File: config.mk
export PLATFORM = sky130hd
export DESIGN_NAME = fetch_exec_sequencer
export DESIGN_NICKNAME = d
export VERILOG_FILES = /design/src/rtl/fetch_exec_sequencer.sv
export SDC_FILE = /design/constraint.sdc
export NUM_CORES = 1
export LEC_CHECK = 0
export CORE_MARGIN = 8
export CORE_UTILIZATION = 40
export CTS_CLUSTER_SIZE = 28
export DETAILED_ROUTE_END_ITERATION = 6
export GPL_TIMING_DRIVEN = 0
export PLACE_DENSITY_LB_ADDON = 0.3
export SETUP_SLACK_MARGIN = 0.15
export SYNTH_ARGS = -nofsm -noshare
export SYNTH_HDL_FRONTEND = slang
export SYNTH_SLANG_ARGS = --single-unit
File: constraint.sdc
create_clock -name clk -period 2.8 [get_ports clk]
set_clock_uncertainty 0.15 [all_clocks]
set_input_delay 0.84 -clock clk [delete_from_list [all_inputs] [get_ports clk]]
set_output_delay 0.84 -clock clk [all_outputs]
set_load 0.01 [all_outputs]
File: src/rtl/fetch_exec_sequencer.sv
// ---------------------------------------------------------------------------
// fetch_exec_sequencer
//   Control FSM for the 8-bit core. It fetches opcode and immediate bytes over
//   a req/ack memory port, decodes them and drives register-file writes. It
//   sits between unified memory and the 8x8 register file.
//
// Ports
//   clk        in   rising-edge clock
//   reset      in   asynchronous, active-high reset
//   run        in   1 = allow a new instruction fetch
//   mem_req    out  memory read request
//   mem_addr   out  read address, stable while mem_req=1
//   mem_ack    in   read data valid this cycle; completes the request
//   mem_rdata  in   read data, sampled when mem_req & mem_ack
//   rf_raddr   out  register-file read index (combinational read)
//   rf_rdata   in   register-file read data
//   rf_we      out  register-file write strobe (one cycle)
//   rf_waddr   out  register-file write index
//   rf_wdata   out  register-file write data
//   pc         out  current instruction address
//   state      out  FSM state code (debug)
//   halted     out  sticky, set once HALT executes
//   illegal    out  one-cycle pulse on an undefined opcode
//
// Opcodes
//   LDI  0100_rr10 (rr=0..2)  Rrr <= imm, pc += 2
//   HALT 0100_1110            stop until reset
//   MOV  0000_ddss            Rdd <= Rss, pc += 1
//   anything else             illegal pulse, pc += 1
// ---------------------------------------------------------------------------
module fetch_exec_sequencer #(
  parameter int unsigned       ADDR_W   = 16,
  parameter int unsigned       DATA_W   = 8,
  parameter logic [ADDR_W-1:0] RESET_PC = 16'h8000
) (
  input  logic              clk,
  input  logic              reset,
  input  logic              run,
  output logic              mem_req,
  output logic [ADDR_W-1:0] mem_addr,
  input  logic              mem_ack,
  input  logic [DATA_W-1:0] mem_rdata,
  output logic [2:0]        rf_raddr,
  input  logic [DATA_W-1:0] rf_rdata,
  output logic              rf_we,
  output logic [2:0]        rf_waddr,
  output logic [DATA_W-1:0] rf_wdata,
  output logic [ADDR_W-1:0] pc,
  output logic [2:0]        state,
  output logic              halted,
  output logic              illegal
);

  typedef enum logic [2:0] {
    ST_FETCH     = 3'd0,
    ST_DECODE    = 3'd1,
    ST_EXECUTE   = 3'd2,
    ST_HALT      = 3'd3,
    ST_FETCH_IMM = 3'd4
  } state_e;

  state_e            state_q, state_d;
  logic [ADDR_W-1:0] pc_q, pc_d;
  logic [DATA_W-1:0] ir_q, ir_d;
  logic [DATA_W-1:0] imm_q, imm_d;
  logic              halted_q, halted_d;
  logic              mem_req_s;
  logic              is_halt_s;
  logic              is_ldi_s;
  logic              is_mov_s;

  // Opcode classification of the latched instruction byte.
  always_comb begin
    is_halt_s = (ir_q[7:0] == 8'h4E);
    // rr=3 of the LDI pattern is the HALT encoding, so it is excluded here.
    is_ldi_s  = (ir_q[7:4] == 4'b0100) && (ir_q[1:0] == 2'b10) &&
                (ir_q[3:2] != 2'b11);
    is_mov_s  = (ir_q[7:4] == 4'b0000);
  end

  // State and architectural registers with asynchronous reset.
  always_ff @(posedge clk or posedge reset) begin
    if (reset) begin
      state_q  <= ST_FETCH;
      pc_q     <= RESET_PC;
      ir_q     <= {DATA_W{1'b0}};
      imm_q    <= {DATA_W{1'b0}};
      halted_q <= 1'b0;
    end else begin
      state_q  <= state_d;
      pc_q     <= pc_d;
      ir_q     <= ir_d;
      imm_q    <= imm_d;
      halted_q <= halted_d;
    end
  end

  // Next-state logic and per-state output decode.
  always_comb begin
    state_d   = state_q;
    pc_d      = pc_q;
    ir_d      = ir_q;
    imm_d     = imm_q;
    halted_d  = halted_q;
    mem_req_s = 1'b0;
    mem_addr  = pc_q;
    rf_raddr  = 3'd0;
    rf_we     = 1'b0;
    rf_waddr  = 3'd0;
    rf_wdata  = {DATA_W{1'b0}};
    illegal   = 1'b0;

    case (state_q)
      ST_FETCH: begin
        // A low run only stalls here, never mid-instruction.
        if (run) begin
          mem_req_s = 1'b1;
          mem_addr  = pc_q;
          if (mem_ack) begin
            ir_d    = mem_rdata;
            state_d = ST_DECODE;
          end else begin
            state_d = ST_FETCH;
          end
        end else begin
          state_d = ST_FETCH;
        end
      end

      ST_DECODE: begin
        if (is_ldi_s) begin
          state_d = ST_FETCH_IMM;
        end else begin
          state_d = ST_EXECUTE;
        end
      end

      ST_FETCH_IMM: begin
        mem_req_s = 1'b1;
        mem_addr  = pc_q + ADDR_W'(1);
        if (mem_ack) begin
          imm_d   = mem_rdata;
          state_d = ST_EXECUTE;
        end else begin
          state_d = ST_FETCH_IMM;
        end
      end

      ST_EXECUTE: begin
        rf_raddr = {1'b0, ir_q[1:0]};
        if (is_halt_s) begin
          halted_d = 1'b1;
          state_d  = ST_HALT;
        end else if (is_ldi_s) begin
          rf_we    = 1'b1;
          rf_waddr = {1'b0, ir_q[3:2]};
          rf_wdata = imm_q;
          pc_d     = pc_q + ADDR_W'(2);
          state_d  = ST_FETCH;
        end else if (is_mov_s) begin
          rf_we    = 1'b1;
          rf_waddr = {1'b0, ir_q[3:2]};
          rf_wdata = rf_rdata;
          pc_d     = pc_q + ADDR_W'(1);
          state_d  = ST_FETCH;
        end else begin
          illegal  = 1'b1;
          pc_d     = pc_q + ADDR_W'(1);
          state_d  = ST_FETCH;
        end
      end

      ST_HALT: begin
        state_d = ST_HALT;
      end

      default: begin
        state_d = ST_FETCH;
      end
    endcase
  end

  // Reset must drop the request at once, even while run holds FETCH requesting.
  always_comb begin
    mem_req = mem_req_s & ~reset;
    pc      = pc_q;
    state   = state_q;
    halted  = halted_q;
  end

endmodule

## Word level (Yosys, flattened, before mapping)

Cells that the tools add are included.

| word-level totals | value |
|---|---|
| logic and storage cells | 53 |
| flip-flop bits (word level) | 36 |

| cells by class | value |
|---|---|
| mux-type cells | 27 |
| reductions and logical operators | 8 |
| $add $sub $neg | 2 |
| eq/ne operators | 8 |
| bitwise logic cells | 3 |

Operators by type and width:

| cell | count |
|---|---|
| $mux 16 | 2 |
| $mux 8 | 4 |
| $add 16x1->16 const B | 1 |
| $add 16x2->16 const B | 1 |
| $pmux 3 s5 | 1 |
| $mux 2 | 6 |
| $mux 1 | 10 |
| $mux 3 | 3 |
| $eq 8x7->1 const B | 1 |
| $eq 3x2->1 const B | 2 |
| $reduce_and 2->1 | 3 |
| $eq 4x3->1 const B | 1 |
| $logic_not 4->1 | 1 |
| $eq 3x1->1 const B | 1 |
| $eq 3x3->1 const B | 1 |
| $logic_not 3->1 | 1 |
| $reduce_and 3->1 | 1 |
| $eq 2x2->1 const B | 1 |
| $logic_and 1x1->1 | 2 |
| $ne 2x2->1 const B | 1 |
| $not 1->1 | 2 |
| $pmux 1 s2 | 1 |
| $and 1x1->1 | 1 |

## Depth between registers and ports, before layout

Gate-level depths: netlist (run 1).

| logic depth | value |
|---|---|
| word-level depth | 6 |
| depth in mapped cells | 6 |
| depth with buffers taken out | 6 |

## Worst setup path before layout (run 1)

OpenSTA, ideal clock, no wires.

| timing path | value |
|---|---|
| path type | reg2out |
| start | register ir_q[5] |
| end | output port rf_waddr[0] |
| stages on the path, launching flop included | 7 |
| arrival time | 1756 ps |
| setup slack | 54 ps |
| cells stage by stage | dfrtp_1 > or4b_4 > and3b_1 > buf_6 > nor2_1 > nor2_1 > and2_1 |

| between the ends | value |
|---|---|
| longest elaborated chain between the ends | 6 |
| elaborated cells between the ends (all ways) | 9 |

RTL lines:

| item | line | text |
|---|---|---|
| start, declared | 64 | `logic [DATA_W-1:0] ir_q, ir_d;` |
| start signal, assigned | 86 | `ir_q <= {DATA_W{1'b0}};` |
| start signal, assigned | 92 | `ir_q <= ir_d;` |
| $eq 4x3->1 | 76 | `is_ldi_s = (ir_q[7:4] == 4'b0100) && (ir_q[1:0] == 2'b10) &&` |
| $logic_and 1x1->1 (2 in series) | 76 |  |
| $mux 2 | 154 | `end else if (is_ldi_s) begin` |
| $mux 2 (*) | 151 | `if (is_halt_s) begin` |
| $mux 2 (*) | 113 | `case (state_q)` |
| end, declared | 46 | `output logic [2:0] rf_waddr,` |

Every way passes the cells marked *; elsewhere a longest branch is shown, timed or not.

## Final worst setup path (run 1)

| timing path | value |
|---|---|
| start | register pc_q[0], in the netlist pc[0] |
| end | output port mem_addr[2] |

| between the ends | value |
|---|---|
| longest elaborated chain between the ends | 2 |

RTL lines:

| item | line | text |
|---|---|---|
| start, declared | 63 | `logic [ADDR_W-1:0] pc_q, pc_d;` |
| start signal, assigned | 91 | `pc_q <= pc_d;` |
| $add 16x1->16 | 140 | `mem_addr = pc_q + ADDR_W'(1);` |
| $mux 16 | -- |  |
| end, declared | 40 | `output logic [ADDR_W-1:0] mem_addr,` |

Every way passes these cells.

==> results of run 1 <==
-- logic make-up (layout without fill, tap and decap cells) --
group | after synthesis | after routing | share of synthesized area
AND/OR/NAND/NOR | 83 | 83 | 0.216
flip-flops | 36 | 36 | 0.437
XOR/XNOR | 29 | 29 | 0.123
AO/OA/AOI/OAI | 21 | 21 | 0.0775
multiplexers | 17 | 17 | 0.0921
buffers and inverters | 17 | 129 | 0.0412
adder cells (fa/ha/maj) | 2 | 2 | 0.0121
other | 1 | 2 | 0.00182
-- worst max path at each step --
| stage | from | to | slack [ns] | cells after the start |
|---|---|---|---|---|
| after floorplan | ir_q[5] | rf_waddr[0] | 0.11 | 6 |
| after global placement | state[0] | mem_addr[10] | -0.58 | 7 |
| after detailed placement | state[0] | mem_addr[10] | -0.62 | 7 |
| after CTS | ir_q[7] | rf_waddr[1] | -0.30 | 8 |
| after global routing | ir_q[4] | rf_waddr[1] | -0.34 | 8 |
| final | pc[0] | mem_addr[2] | -0.29 | 4 |
-- per-layer routing --
layer / vias up / GRT usage / routed length (µm)
met5: - / 0 / 0
met4: 0 / 0.0484 / 53
met3: 5 / 0.0619 / 515
met2: 54 / 0.259 / 2910
met1: 903 / 0.172 / 2360
li1: 934 / - / -
-- cell usage in the layout, fill, tap and decap left out, drive strengths merged, types with 8 or more instances in the layout --
cell type / netlist / layout
buf: 6 / 69
clkdlybuf4s50: 0 / 39
dfrtp: 35 / 35
nor2: 24 / 24
xnor2: 22 / 22
mux2: 16 / 16
clkbuf: 6 / 15
nand2: 14 / 14
nand3: 14 / 14
nand4: 9 / 9
a22oi: 8 / 8
-- layout make-up --
type,count,area (µm²),share of cell area
Clock buffer,8,90.1,0.0271
Tap cell,70,87.6,0.0263
Buffer,12,96.3,0.0290
Inverter,5,18.8,0.00564
Multi-Input combinational cell,154,1260,0.379
Sequential cell,36,908,0.273
Timing Repair Buffer,104,866,0.260
-- per-stage QoR --
| step | total power, µW | area, µm² |
|---|---|---|
| after floorplan | 1220 | 2080 |
| after global placement | 1570 | 2860 |
| after detailed placement | 1590 | 2860 |
| after CTS | 2130 | 3160 |
| after global routing | 2310 | 3330 |
| final | 2180 | 3330 |
-- critical path: stages, from the launching register on --
cell and delay, ns:
dfrtp_2 0.44, ha_1 0.25, nor4b_1 0.37, xor2_1 0.20, clkdlybuf4s50_1 0.56
-- registers in the layout, summed over array words and instances (netlist names) --
register  cells
halted        1
imm_q         8
ir_q          8
pc           16
state         3
-- power by group through the flow --
stage	combinational (µW)	clock, µW	sequential, µW
2_1_floorplan	427	0	790
3_3_place_gp	779	0	795
3_5_place_dp	792	0	798
4_1_cts	958	397	777
5_1_grt	1100	411	801
6_report	1010	387	782
-- what timing repair did --
item / CTS / global route
setup endpoints to repair: 31 / 30
gates resized for setup: 158 / 36
setup buffers: 24 / 10
pin swaps: 23 / 22
==> run metrics, run 1 <==
cells after synthesis 206; final count of hold timing violations 0; Max IR drop VDD 367 µV; count of cells along the worst hold path 1; DR iter-0 viols 110; Fin Setup TNS -3.74 ns; clock network power share 0.177; final setup fails 25; data required time of the worst path about 1.8 ns; min setup slack post-route -0.286 ns; Hold Startpoint halted; worst-path fanout max 6; largest net degree at the start of global routing 37; clk_lat worst skew 0.29 ns; Comb pwr share 0.464; total iterations of the first detailed-routing run 4; total gr overflow 0; Vias/cell 4.87; worst hold path class reg -> reg; initial antenna violation count 0; Initial Util 0.410; layout cells sized above 1 0.442; Layout Cells excl Fill 389; clock tree buffer depth 2; ANT nets after route 0; Worst Setup Path Type reg -> out; DP Cell Count 347; hpwl dp 4.01 mm; number of core rows 26; Slew Limit Headroom 0.497; Final Core Density 0.660; Synth Register Bits 36; Final Critical Period around 3 ns; startpoint types register; Hold-fix buffers, CTS 0; hold slack 0.319 ns; RR Startpoint ir_q[4]; Psw 789 µW; post-synth top area share 0.424; Residual DRC 0; endpoint class of the critical path output port; asr flop ratio synth 1.00; Pins Over Slew Limit 0; routability cong. between 0.7 and 0.8; P per Cell Area 655 nW/µm²; EDFF count, synth 0; Seq/Total Area, Yosys 0.437; number of buffers created by CTS 5; top post-synthesis cells by area dfrtp_1, xnor2_1, mux2_2; ys flop type dfrtp_1; clock-pin transition on the worst setup and hold timing paths ~0.070 ns; outcome finished, violations left; Die ar. 7720 µm²; fmax 324 MHz; global-route usage over all layers 0.154; Int Power between 1000 and 1500 µW; setup slack at placement -0.624 ns; synthesized cell area ~2100 µm²; clock sink count 36; Period Utilization, post-route 1.10; core area slightly above 5000 µm²; CTS tree yes; IO Port Bufs 70; R2R Setup Slk 0.65 ns; leading area contributor after synthesis dfrtp_1; FILL cells 410; synth cell count leaders dfrtp_1, nor2_1, xnor2_1; Max Cap Viol 0; count leader, synth dfrtp_1; WHS Endpoint halted; global-route wire length before repair between 9 and 10 mm; Die X 87.9 µm; synth warn 0; Reg power frac 0.359; H-tree depth 2; CP arrival 2.10 ns; Yosys cell types 40; failing checks negative setup slack; root buffer cell clkbuf_8; DR WL/cell 15.0 µm; routed wire length 5.84 mm; RSZ-0062 raised after global routing true; vias in the first global route 1990; synthesis-to-layout area growth 61.1%; worst-margin pin slew 0.753 ns; Worst Reg-to-Reg Cells 8; R2R Path End pc[14]; Post-Syn Area per Cell about 10 µm²; switching part of the total power 0.362; Ant. Diodes 0; via count of the routed design 1896; fin nets 340; Leakage Power between 0.0015 and 0.002 µW; IO Pins 73; Die H 87.9 µm
Note: power is estimated with default switching activity, not from simulation.
==> run 2: changes to the inputs <==
Settings changed: CORE_UTILIZATION 40 to 39.
==> run 2 against run 1 <==
Compared with the run above:
- the run still ends with negative setup slack left
- final area up 4.0%
- count of clock-buffer cells in the layout stayed put
- sequential share of layout area is 1.0 points lower
- fmax rose by 0.77%
- total power rose by 9.7%
- wire length up 17%
- first-iteration DRC count is 25% lower
- critical path depth rose by 3
- critical path type unchanged
==> run metrics, run 2 (synthesis gave the netlist of run 1 again) <==
Max Cap Viol 0 (unchanged); worst-path fanout max 5 (was 6); IO Pins 73 (unchanged); most common cell after layout, fill and taps aside clkdlybuf4s50_1 (unchanged); FILL cells 405 (was 410); slowest cell on the critical path or4b_4 (was clkdlybuf4s50_1); critical path, cell by cell or4b_4 -> and3b_1 -> buf_6 -> buf_8 -> a22oi_2 -> nor2_1 -> buf_2 (was ha_1 -> nor4b_1 -> xor2_1 -> clkdlybuf4s50_1); routability cong. 0.736 (was 0.732); hpwl dp 4.05 mm (was 4.01 mm); Die ar. 7880 µm² (was 7720 µm²); Psw 904 µW (was 789 µW); final setup fails 21 (was 25); Worst Setup Path Type reg -> out (unchanged); clock-pin transition on the worst setup and hold timing paths 0.08 ns (was 0.07 ns); Final Critical Period 3.06 ns (was 3.09 ns); fin nets 344 (was 340); fmax 327 MHz (was 324 MHz); Max IR drop VDD 475 µV (was 367 µV); Slew Limit Headroom 0.479 (was 0.497); routed wire length 6.83 mm (was 5.84 mm); clock network power share 0.179 (was 0.177); Hold-fix buffers, CTS 0 (unchanged); max reg flops 16 (unchanged); Pins Over Slew Limit 0 (unchanged); global-route wire length before repair 10.2 mm (was 9.34 mm); switching part of the total power 0.378 (was 0.362); total iterations of the first detailed-routing run 6 (was 4); Die H 88.8 µm (was 87.9 µm); clk_lat worst skew 0.30 ns (was 0.29 ns); via count of the routed design 2010 (was 1896); DR WL/cell 17.4 µm (was 15.0 µm); RSZ-0062 raised after global routing true (unchanged); outcome finished, violations left (unchanged); DR iter-0 viols 83 (was 110); Leakage Power 0.00163 µW (was 0.00152 µW); data required time of the worst path 1.81 ns (about the same); Reg power frac 0.329 (was 0.359); Int Power 1490 µW (was 1390 µW); Ant. Diodes 0 (unchanged); startpoint types register (unchanged); Fin Setup TNS -3.09 ns (was -3.74 ns); min setup slack post-route -0.263 ns (was -0.286 ns); Period Utilization, post-route 1.09 (was 1.10); clock tree buffer depth 2 (unchanged); largest net degree at the start of global routing 37 (unchanged); global-route usage over all layers 0.166 (was 0.154); number of core rows 26 (unchanged); endpoint class of the critical path output port (unchanged); synthesis-to-layout area growth 67.5% (was 61.1%); Critical Path Source ir_q[7] (was pc[0]); Final Core Density 0.677 (was 0.660); H-tree depth 2 (unchanged); Initial Util 0.404 (was 0.410); CP arrival 2.07 ns (was 2.10 ns); failing checks negative setup slack (unchanged); Comb pwr share 0.492 (was 0.464); RR Startpoint ir_q[7] (was ir_q[4]); final count of hold timing violations 0 (unchanged); core area 5110 µm² (was 5040 µm²); ANT nets after route 0 (unchanged); vias in the first global route 2105 (was 1990); Residual DRC 0 (unchanged); total gr overflow 0 (unchanged); layout cells sized above 1 0.477 (was 0.442); IO Port Bufs 70 (unchanged); root buffer cell clkbuf_8 (unchanged); Vias/cell 5.11 (was 4.87); initial antenna violation count 0 (unchanged); number of buffers created by CTS 5 (unchanged); CP max stage delay 0.56 ns (about the same); Hold Startpoint halted (unchanged); clock sink count 36 (unchanged); P per Cell Area 691 nW/µm² (was 655 nW/µm²); worst hold path class reg -> reg (unchanged); commonest cells after routing, fill and taps aside clkdlybuf4s50_1, buf_4, dfrtp_1 (was clkdlybuf4s50_1, dfrtp_1, buf_2); Die X 88.8 µm (was 87.9 µm); worst-margin pin slew 0.781 ns (was 0.753 ns); CTS tree yes (unchanged)
run 2: cell types whose count changed in the layout (fill, tap and decap cells not counted), sizes merged:
cell	before	now
buf	69	74
clkbuf	15	13
clkdlybuf4s50	39	38
dlygate4sd2	0	1
dlymetal6s2s	1	2
run 2: power by group through the flow:
| stage | combinational, µW | clock [µW] | sequential [µW] |
|---|---|---|---|
| CTS | 1070 | 418 | 758 |
| detailed placement | 790 | 0 | 800 |
| global route | 1260 | 448 | 800 |
| global placement | 779 | 0 | 794 |
| floorplan | 427 | 0 | 790 |
| finish | 1180 | 428 | 786 |
run 2: final timing paths:
| check | to | slack [ns] | depth (start not counted) |
|---|---|---|---|
| max | rf_wdata[0] | -0.26 | 7 |
| min | halted | 0.33 | 1 |
| max reg2reg | pc[1] | 0.48 | 7 |
| min reg2reg | halted | 0.33 | 1 |
| max in group asynchronous | pc[0] | 1.07 | 2 |
| min in group asynchronous | pc[1] | 0.89 | 2 |
run 2: critical path: cells and delay by family, from the launching register on:
kind / cells / cell delay (ns)
simple gates: 3 / 0.92
buf+inv: 3 / 0.41
flops: 1 / 0.39
compound gates: 1 / 0.07
run 2: final cells by class:
type / instances / area (µm²) / area share
multi-input cells: 154 / 1340 / 0.388
inverters: 5 / 18.8 / 0.00542
repair buffers: 108 / 903 / 0.261
flip-flops and latches: 36 / 908 / 0.263
clock buffers: 8 / 100 / 0.0289
well taps: 70 / 87.6 / 0.0253
plain buffers: 12 / 98.8 / 0.0286
run 2: what timing repair did:
item / in CTS / in global routing
cloned: 1 / 0
endpoints found under the hold margin: 0 / 0
pin swaps: 25 / 28
gates resized for setup: 165 / 40
setup buffers: 30 / 7
endpoints found under the setup margin: 31 / 29
run 2: through the flow:
step	setup slack [ns]	instance area, µm²	hold WS (ns)	power (µW)	cells
after global routing	-0.336	3460	0.366	2510	393
after detailed placement	-0.560	2860	0.305	1590	347
after CTS	-0.245	3260	0.324	2240	386
after floorplan	0.115	2080	0.331	1220	207
final	-0.263	3460	0.331	2390	393
after global placement	-0.518	2860	0.295	1570	347
run 2: per-layer routing:
metal / wire length [µm] / vias up / GRT usage
met5: 0 / - / 0
met4: 159 / 0 / 0.0507
met1: 2720 / 989 / 0.193
met3: 498 / 14 / 0.0659
li1: - / 939 / -
met2: 3450 / 68 / 0.273
==> run 3: changes to the inputs <==
--- a/constraint.sdc
+++ b/constraint.sdc
@@ -4,2 +4,2 @@
 set_output_delay 0.84 -clock clk [all_outputs]
-set_load 0.01 [all_outputs]
+set_load 0.005 [all_outputs]
==> run 3 against run 2 <==
Compared with the run above:
- the run still ends with negative setup slack left
- worst hold slack better by 0.027 ns
- count of clock-buffer cells in the layout fell by 2
- total power down 1.1%
- non-clock buffer count up 17
- via count increased by 7.2%
- final area is 4.1% higher
- flip-flop and latch count stayed put
- worst setup slack worse by 0.0039 ns
- first-iteration DRC count is 23% higher
- clock power is 8.2% lower
- sequential share of layout area decreased by 1.0 points
- critical path type unchanged
- largest cell class unchanged
==> run metrics, run 3 (synthesis gave the netlist of run 1 again) <==
total gr overflow 0 (unchanged); most common cell after layout, fill and taps aside clkdlybuf4s50_1 (unchanged); worst hold path class reg -> reg (unchanged); CP top delay family simple AND/OR/NAND/NOR gates (unchanged); IO Port Bufs 70 (unchanged); total iterations of the first detailed-routing run 4 (was 6); Residual DRC 0 (unchanged); Die ar. 7880 µm² (unchanged); routed wire length 7.80 mm (was 6.83 mm); clk_lat worst skew 0.29 ns (was 0.30 ns); max reg flops 16 (unchanged); final count of hold timing violations 0 (unchanged); core area 5110 µm² (unchanged); Leakage Power 0.00168 µW (was 0.00163 µW); Die X 88.8 µm (unchanged); DR WL/cell 19.0 µm (was 17.4 µm); CTS tree yes (unchanged); hold slack 0.358 ns (was 0.331 ns); number of buffers created by CTS 5 (unchanged); RSZ-0062 raised after global routing true (unchanged); outcome finished, violations left (unchanged); slowest cell on the critical path or4b_4 (unchanged); CP arrival 2.08 ns (was 2.07 ns); Hold-fix buffers, CTS 0 (unchanged); P per Cell Area 657 nW/µm² (was 691 nW/µm²); IO Pins 73 (unchanged); clock sink count 36 (unchanged); min setup slack post-route -0.266 ns (was -0.263 ns); endpoint class of the critical path output port (unchanged); critical path, cell by cell or4b_4 -> and3b_1 -> buf_6 -> buf_8 -> buf_6 -> a22oi_2 -> nor2_1 -> buf_2 (was or4b_4 -> and3b_1 -> buf_6 -> buf_8 -> a22oi_2 -> nor2_1 -> buf_2); Slew Limit Headroom 0.489 (was 0.479); Max Cap Viol 0 (unchanged); root buffer cell clkbuf_8 (unchanged); Pins Over Slew Limit 0 (unchanged); via count of the routed design 2155 (was 2010); global-route usage over all layers 0.176 (was 0.166); R2R Setup Slk 0.38 ns (was 0.48 ns); cell mode on critical path buf_6; Fin Setup TNS -4.16 ns (was -3.09 ns); largest net degree at the start of global routing 37 (unchanged); layout cells sized above 1 0.491 (was 0.477); final setup fails 23 (was 21); Vias/cell 5.26 (was 5.11); Ant. Diodes 0 (unchanged); number of core rows 26 (unchanged); Die H 88.8 µm (unchanged); Max IR drop VDD 402 µV (was 475 µV); H-tree depth 2 (unchanged); clock tree buffer depth 2 (unchanged); Initial Util 0.404 (unchanged); worst-margin pin slew 0.765 ns (was 0.781 ns); FILL cells 401 (was 405); global-route wire length before repair 10.7 mm (was 10.2 mm); clock-pin transition on the worst setup and hold timing paths 0.08 ns (about the same); CP bufs+invs 4 (was 3); commonest cells after routing, fill and taps aside clkdlybuf4s50_1, buf_4, dfrtp_1 (unchanged); vias in the first global route 2191 (was 2105); Worst Setup Path Type reg -> out (unchanged); DR iter-0 viols 102 (was 83); fin nets 361 (was 344); synthesis-to-layout area growth 74.3% (was 67.5%); startpoint types register (unchanged); worst-path fanout max 5 (unchanged); data required time of the worst path 1.81 ns (about the same); ANT nets after route 0 (unchanged); Period Utilization, post-route 1.10 (was 1.09); routability cong. 0.781 (was 0.736); CP max stage delay 0.54 ns (was 0.56 ns); Final Critical Period 3.07 ns (was 3.06 ns); failing checks negative setup slack (unchanged); initial antenna violation count 0 (unchanged); fmax 326 MHz (was 327 MHz); hpwl dp 4.17 mm (was 4.05 mm)
## run 3: power by group
part	internal, µW	switching (µW)	leakage, µW
clock	197	196	0.0000510
combinational	634	557	0.00116
sequential	653	129	0.000467
total	1480	882	0.00168
## run 3: metal layers
metal | global-route usage | part of all wire | wire, µm | vias up
met5 | 0 | 0 | 0 | -
met4 | 0.0568 | 0.031 | 243 | 0
met3 | 0.0585 | 0.074 | 575 | 19
met2 | 0.299 | 0.51 | 4010 | 103
met1 | 0.201 | 0.38 | 2960 | 1058
li1 | - | - | - | 975
## run 3: per-stage QoR
stage / area (µm²) / cells / setup slack, ns / util / power (µW)
CTS: 3340 / 395 / -0.269 / 0.654 / 2210
detailed placement: 2860 / 347 / -0.526 / 0.560 / 1560
floorplan: 2070 / 207 / 0.166 / - / 1170
global placement: 2860 / 347 / -0.493 / 0.560 / 1530
finish: 3600 / 410 / -0.266 / 0.705 / 2360
global route: 3600 / 410 / -0.364 / 0.705 / 2480
## run 3: layout make-up
| type | count | area [µm²] | share of cell area |
|---|---|---|---|
| Sequential cell | 36 | 908 | 0.252 |
| Timing Repair Buffer | 125 | 1070 | 0.297 |
| Buffer | 12 | 101 | 0.0282 |
| Tap cell | 70 | 87.6 | 0.0243 |
| Inverter | 5 | 18.8 | 0.00521 |
| Clock inverter | 2 | 10.0 | 0.00278 |
| Multi-Input combinational cell | 154 | 1320 | 0.367 |
| Clock buffer | 6 | 82.6 | 0.0229 |
## run 3: worst paths after layout
path | endpoint | cells past startpoint | startpoint
worst max-delay path | rf_wdata[4] | 8 | ir_q[7]
worst min-delay path | halted | 1 | halted
worst max register to register | pc[10] | 8 | ir_q[4]
worst min register to register | halted | 1 | halted
max in group asynchronous | pc[0] | 2 | reset
min in group asynchronous | pc[5] | 2 | reset
## run 3: timing repair
action	in CTS	in global routing
setup endpoints to repair	31	30
gates cloned	0	0
buffers inserted	40	15
gates resized for setup	174	32
pin swaps	30	20
